$ cat config.mk
export PLATFORM = sky130hd
export DESIGN_NAME = aes_mixcolumn_seq
export DESIGN_NICKNAME = d
export VERILOG_FILES = /design/src/rtl/aes_mix_pkg.sv /design/src/rtl/aes_mixcolumn_word.sv /design/src/rtl/aes_mixcolumn_seq.sv
export SDC_FILE = /design/constraint.sdc
export NUM_CORES = 1
export LEC_CHECK = 0
export CORE_ASPECT_RATIO = 0.7
export CORE_MARGIN = 4
export CORE_UTILIZATION = 45
export DETAILED_ROUTE_END_ITERATION = 7
export GPL_TIMING_DRIVEN = 0
export PLACE_DENSITY = 0.86
export RECOVER_POWER = 25
export SLEW_MARGIN = 15
export SYNTH_ARGS = -nofsm -noshare
export SYNTH_HDL_FRONTEND = slang
export SYNTH_SLANG_ARGS = --single-unit
$ cat constraint.sdc
create_clock -name g_clk -period 2.4 [get_ports g_clk]
set_input_delay 0.72 -clock g_clk [delete_from_list [all_inputs] [get_ports g_clk]]
set_output_delay 0.72 -clock g_clk [all_outputs]
set_load 0.02 [all_outputs]
$ cat src/rtl/aes_mix_pkg.sv
// Shared types, constants and GF(2^8) helpers for the sequential MixColumns block.
package aes_mix_pkg;

   localparam int NCOL = 4;

   typedef enum logic [1:0] {
      S_IDLE = 2'd0,
      S_BUSY = 2'd1,
      S_DONE = 2'd2
   } fsm_e;

   // Entry k is the coefficient applied to byte (r+k) mod 4 of the column.
   localparam logic [3:0][3:0] MC_FWD = {4'h1, 4'h1, 4'h3, 4'h2};
   localparam logic [3:0][3:0] MC_INV = {4'h9, 4'hd, 4'hb, 4'he};

   function automatic logic [7:0] xt2(input logic [7:0] a);
      return {a[6:0], 1'b0} ^ (a[7] ? 8'h1b : 8'h00);
   endfunction

   function automatic logic [7:0] gmul(input logic [7:0] a, input logic [3:0] c);
      logic [7:0] p;
      logic [7:0] x;
      p = '0;
      x = a;
      for (int i = 0; i < 4; i++) begin
         if (c[i]) p = p ^ x;
         x = xt2(x);
      end
      return p;
   endfunction

   function automatic logic [31:0] mix(input logic [31:0] col, input logic [3:0][3:0] cf);
      logic [31:0] o;
      o = '0;
      for (int r = 0; r < 4; r++)
         for (int k = 0; k < 4; k++)
            o[8*r +: 8] = o[8*r +: 8] ^ gmul(col[8*((r+k)%4) +: 8], cf[k]);
      return o;
   endfunction

endpackage

$ cat src/rtl/aes_mixcolumn_word.sv
// Combinational single-column MixColumns; inverse path only with AES_MIXCOL_DEC_EN.
module aes_mixcolumn_word
   import aes_mix_pkg::*;
(
   input  logic [31:0] col_i,
   input  logic        dec_i,
   output logic [31:0] col_o
);

`ifdef AES_MIXCOL_DEC_EN
   assign col_o = dec_i ? mix(col_i, MC_INV) : mix(col_i, MC_FWD);
`else
   logic unused_dec;
   assign unused_dec = dec_i;
   assign col_o      = mix(col_i, MC_FWD);
`endif

endmodule

$ cat src/rtl/aes_mixcolumn_seq.sv
// Sequential MixColumns/InvMixColumns over a 128-bit state, LANES columns per cycle.
// Inverse mode is built only when AES_MIXCOL_DEC_EN is defined.
module aes_mixcolumn_seq
   import aes_mix_pkg::*;
#(
   parameter int LANES = 1
) (
   input  logic         g_clk,
   input  logic         g_resetn,
   input  logic         in_valid,
   output logic         in_ready,
   input  logic         in_dec,
   input  logic [127:0] in_state,
   output logic         out_valid,
   input  logic         out_ready,
   output logic [127:0] out_state,
   output logic         busy
);

   if (!(LANES == 1 || LANES == 2 || LANES == 4)) begin : g_bad_lanes
      $error("aes_mixcolumn_seq: LANES must be 1, 2 or 4");
   end

   localparam int NSTEP = NCOL / LANES;
   localparam int CW    = (NSTEP > 1) ? $clog2(NSTEP) : 1;

   fsm_e                       fsm_q;
   logic [CW-1:0]              cnt_q;
   logic                       dec_q;
   logic                       vld_q;
   logic [NCOL-1:0][31:0]      st_q, st_d;
   logic [LANES-1:0][31:0]     lane_in, lane_out;
   logic [1:0]                 base;
   logic                       dec_in;

`ifdef AES_MIXCOL_DEC_EN
   assign dec_in = in_dec;
`else
   logic unused_in_dec;
   assign unused_in_dec = in_dec;
   assign dec_in        = 1'b0;
`endif

   // Two-bit column index wraps naturally, so no lane can address past column 3.
   assign base = 2'(int'(cnt_q) * LANES);

   always_comb begin
      lane_in = '0;
      for (int l = 0; l < LANES; l++)
         lane_in[l] = st_q[base + 2'(l)];
   end

   for (genvar l = 0; l < LANES; l++) begin : g_lane
      aes_mixcolumn_word u_word (
         .col_i (lane_in[l]),
         .dec_i (dec_q),
         .col_o (lane_out[l])
      );
   end

   always_comb begin
      st_d = st_q;
      for (int l = 0; l < LANES; l++)
         st_d[base + 2'(l)] = lane_out[l];
   end

   always_ff @(posedge g_clk) begin
      if (!g_resetn) begin
         fsm_q <= S_IDLE;
         cnt_q <= '0;
         dec_q <= 1'b0;
         vld_q <= 1'b0;
         st_q  <= '0;
      end else begin
         case (fsm_q)
            S_IDLE: if (in_valid) begin
               st_q  <= in_state;
               dec_q <= dec_in;
               cnt_q <= '0;
               fsm_q <= S_BUSY;
            end
            S_BUSY: begin
               st_q <= st_d;
               if (cnt_q == CW'(NSTEP - 1)) begin
                  cnt_q <= '0;
                  vld_q <= 1'b1;
                  fsm_q <= S_DONE;
               end else begin
                  cnt_q <= cnt_q + CW'(1);
               end
            end
            S_DONE: if (out_ready) begin
               vld_q <= 1'b0;
               if (in_valid) begin
                  st_q  <= in_state;
                  dec_q <= dec_in;
                  cnt_q <= '0;
                  fsm_q <= S_BUSY;
               end else begin
                  fsm_q <= S_IDLE;
               end
            end
            default: fsm_q <= S_IDLE;
         endcase
      end
   end

   assign in_ready  = (fsm_q == S_IDLE) || ((fsm_q == S_DONE) && out_ready);
   assign out_valid = vld_q;
   assign out_state = st_q;
   assign busy      = (fsm_q != S_IDLE);

endmodule

==> metrics, run 1 <==
port bufs 260; startpoint types input port; setup TNS -17880 ps; status complete, but fails checks; placed insts 1558; FILL cells 1236; Worst EP required 2690 ps; largest net degree at the start of global routing 17; Post-synth EDFFs 0; Sequential Area 0.00267 sq mm; total congestion overflow 0; worst-path fanout max 10; Final Max Tran Viols 0; Clock Latency Late Sink 450 ps; post-route DRC violation count 4; Post-Syn Area per Cell ~9.2 sq um; Slowest-stage cell, CP dlygate4sd3_1; CP endpoint kind flip-flop; post-synthesis register bit count 133; io pins around 260; Final setup viols 125; first-pass iteration count of the detailed router 8; fin cells approximately 1.7k; RSZ-0062 raised after global routing true; Critical Path Sink out_state[114]$_SDFFE_PN0P_; crit path cell chain dlygate4sd3_1 > nand3b_1 > o21ai_0 > clkbuf_2 > o21ai_0 > a31oi_1; initial antenna violation count 3; global placement routability congestion approximately 1.0; Worst R2R Start cnt_q[0]$_SDFFE_PN0P_; failing checks DRC, setup timing; ys flop type dfxtp_1; fin crit period approximately 2800 ps; DRT Wirelength approximately 55000 um; Area Growth Syn to Fin 62.5%; Rows 43; Cell Pwr Density 1060 mW/mm^2; syn nets between 1k and 1.5k; CTS tree done; final core occ between 70 and 80%; DP Wirelength 33700 um; MaxCap Viol Count 0; sequential area share after synthesis 28.3%; FMAX 351 MHz; global routing's busiest layer met2; Total GRT Usage 40.4%; Initial Util between 40% and 50%; final period utilization 119%; Hold Slack around 600 ps; die height 129 um; Setup Skew 14.6 ps; cell area after synthesis 0.00941 sq mm; Die Span X between 150 and 200 um; drt wl/cell between 30 and 40 um; CP Depth 6; die footprint 0.0233 sq mm; GRT met3 Usage 23.3%; Slew @ Worst Pin 1010 ps; share of post-route cells with drive strength above 1 31.7%; WP buf/inv 2; ANT nets after route 0; detailed-route via count 12.8k; clock slew at reported path FFs 70 ps; relative slew slack 32.4%; critical path's top delay family compound AO/OA/AOI/OAI gates; Post-synth ARST share 0%; leakage 0.00552 uW; Syn Inst Count 1028; post-layout net count 1536; met1 Track Usage GR 50.4%; class of the worst hold path flip-flop to flip-flop; Hold Vio Cnt, Final 0; Peak VDD IR slightly above 0.7 mV; met2 Usage GRT ~54%; critical path class input port to flip-flop; Post-Place Worst Slack -1280 ps; CTS HTree Levels 4; multi-input logic area 0.00717 sq mm; vias in the first global route 11.4k; CTS Hold Bufs 0; clk buf depth 2; Setup crit start out_ready; Synth cell types 33; cell depth of the worst flop-to-flop path 10; CTS Root Cell clkbuf_16; Starting DRT DRC Count 2971; Setup WS post-layout -449 ps; Worst path most repeated cell o21ai_0; R2R Setup Slk -280 ps; CP max stage delay 570 ps; Core Area 0.0202 sq mm; worst path arrival time 3130 ps; global-route wire length before repair just over 70000 um; Yosys warning count 0; total CTS buffers 17; # clock sinks 133; FF-to-FF End out_state[114]$_SDFFE_PN0P_; Vias/cell 7.62
==> timing repair <==
item | 4_1_cts | 5_1_grt
gates resized for setup | 197 | 227
setup buffers | 52 | 54
pin swaps | 42 | 103
cloned | 3 | 3
setup endpoints to repair | 131 | 130
==> per-layer routing <==
layer | vias up | part of all wire (%)
met2 | 1703 | 38
met1 | 5813 | 33
met3 | 585 | 20
li1 | 4724 | -
met4 | 2 | 9.7
met5 | - | 0.024
==> tightest hold or removal path: cells and delay by family, from the launching register on <==
family | cells | cell delay, ps
AOI/OAI and AO/OA | 2 | 220
DFF | 1 | 330
==> worst min-delay path by stage <==
stage | slack [ps] | depth (start not counted) | end | from
after floorplan | 620 | 2 | out_state[79]$_SDFFE_PN0P_ | out_state[79]$_SDFFE_PN0P_
after global routing | 590 | 2 | out_state[23]$_SDFFE_PN0P_ | out_state[23]$_SDFFE_PN0P_
after CTS | 570 | 2 | out_state[28]$_SDFFE_PN0P_ | out_state[28]$_SDFFE_PN0P_
final | 590 | 2 | out_state[40]$_SDFFE_PN0P_ | out_state[40]$_SDFFE_PN0P_
after detailed placement | 560 | 2 | out_state[28]$_SDFFE_PN0P_ | out_state[28]$_SDFFE_PN0P_
after global placement | 550 | 2 | out_state[16]$_SDFFE_PN0P_ | out_state[16]$_SDFFE_PN0P_
==> state kept, by name (all words and copies together) (netlist names) <==
register and count:
out_state 128, cnt_q 2, fsm_q 2, out_valid 1
==> metrics by stage <==
stage	area, sq um	total power, uW
after global placement	12400	10100
after detailed placement	12400	10200
final	15300	16200
after global routing	15300	16200
after CTS	14000	14000
after floorplan	9410	7520
==> cell type report <==
cell class	count	share of cell area [%]
Multi-Input combinational cell	765	46.8
Timing Repair Buffer	365	23.8
Sequential cell	133	17.4
Buffer	112	5.59
Clock buffer	18	2.87
Tap cell	270	2.21
Clock inverter	14	1.08
Inverter	5	0.123
Antenna cell	2	0.0327
==> cells in the mapped netlist, types with 6 or more instances <==
| cell | n | area (sq um) |
|---|---|---|
| a211oi_1 | 91 | 683 |
| a21oi_1 | 131 | 656 |
| a31oi_1 | 81 | 507 |
| and2_1 | 6 | 37.5 |
| buf_2 | 18 | 90.1 |
| buf_4 | 7 | 52.6 |
| clkbuf_1 | 93 | 349 |
| dfxtp_1 | 133 | 2660 |
| mux4_2 | 32 | 721 |
| nand3_1 | 160 | 801 |
| o21ai_0 | 135 | 676 |
| xnor2_1 | 17 | 149 |
| xnor3_1 | 31 | 698 |
| xor2_1 | 11 | 96.3 |
| xor3_1 | 30 | 713 |
==> layout by cell type, fill, tap and decap left out, types with 34 or more instances in the layout <==
master / n
clkdlybuf4s50_1: 257
o21ai_0: 132
dfxtp_1: 132
a21oi_1: 130
nand3_1: 107
a31oi_1: 77
buf_4: 62
nand3_2: 53
a211oi_1: 50
a211oi_2: 46
buf_6: 44
clkbuf_1: 34
==> power by group <==
group	leakage, uW	internal (uW)	switching [uW]
Sequential	0.00110	2590	463
Clock	0.000291	1590	1240
Combinational	0.00413	4680	5690
==> kinds of logic after synthesis <==
family,share of synthesized area [%]
mux,8.19
compound gates,27.8
flops,28.3
fa+ha+maj,0.532
simple gates,9.57
xor+xnor,19.4
buf+inv,6.15
Note: power is estimated with default switching activity, not from simulation.
==> run 2, diff against run 1 <==
--- a/config.mk
+++ b/config.mk
@@ -8,6 +8,7 @@
 export CORE_ASPECT_RATIO = 0.7
 export CORE_MARGIN = 4
 export CORE_UTILIZATION = 45
+export CTS_CLUSTER_SIZE = 20
 export DETAILED_ROUTE_END_ITERATION = 7
 export GPL_TIMING_DRIVEN = 0
 export PLACE_DENSITY = 0.86
==> results of run 2 <==
Same layout as run 1: the final DEF is identical, and so are final timing and power.
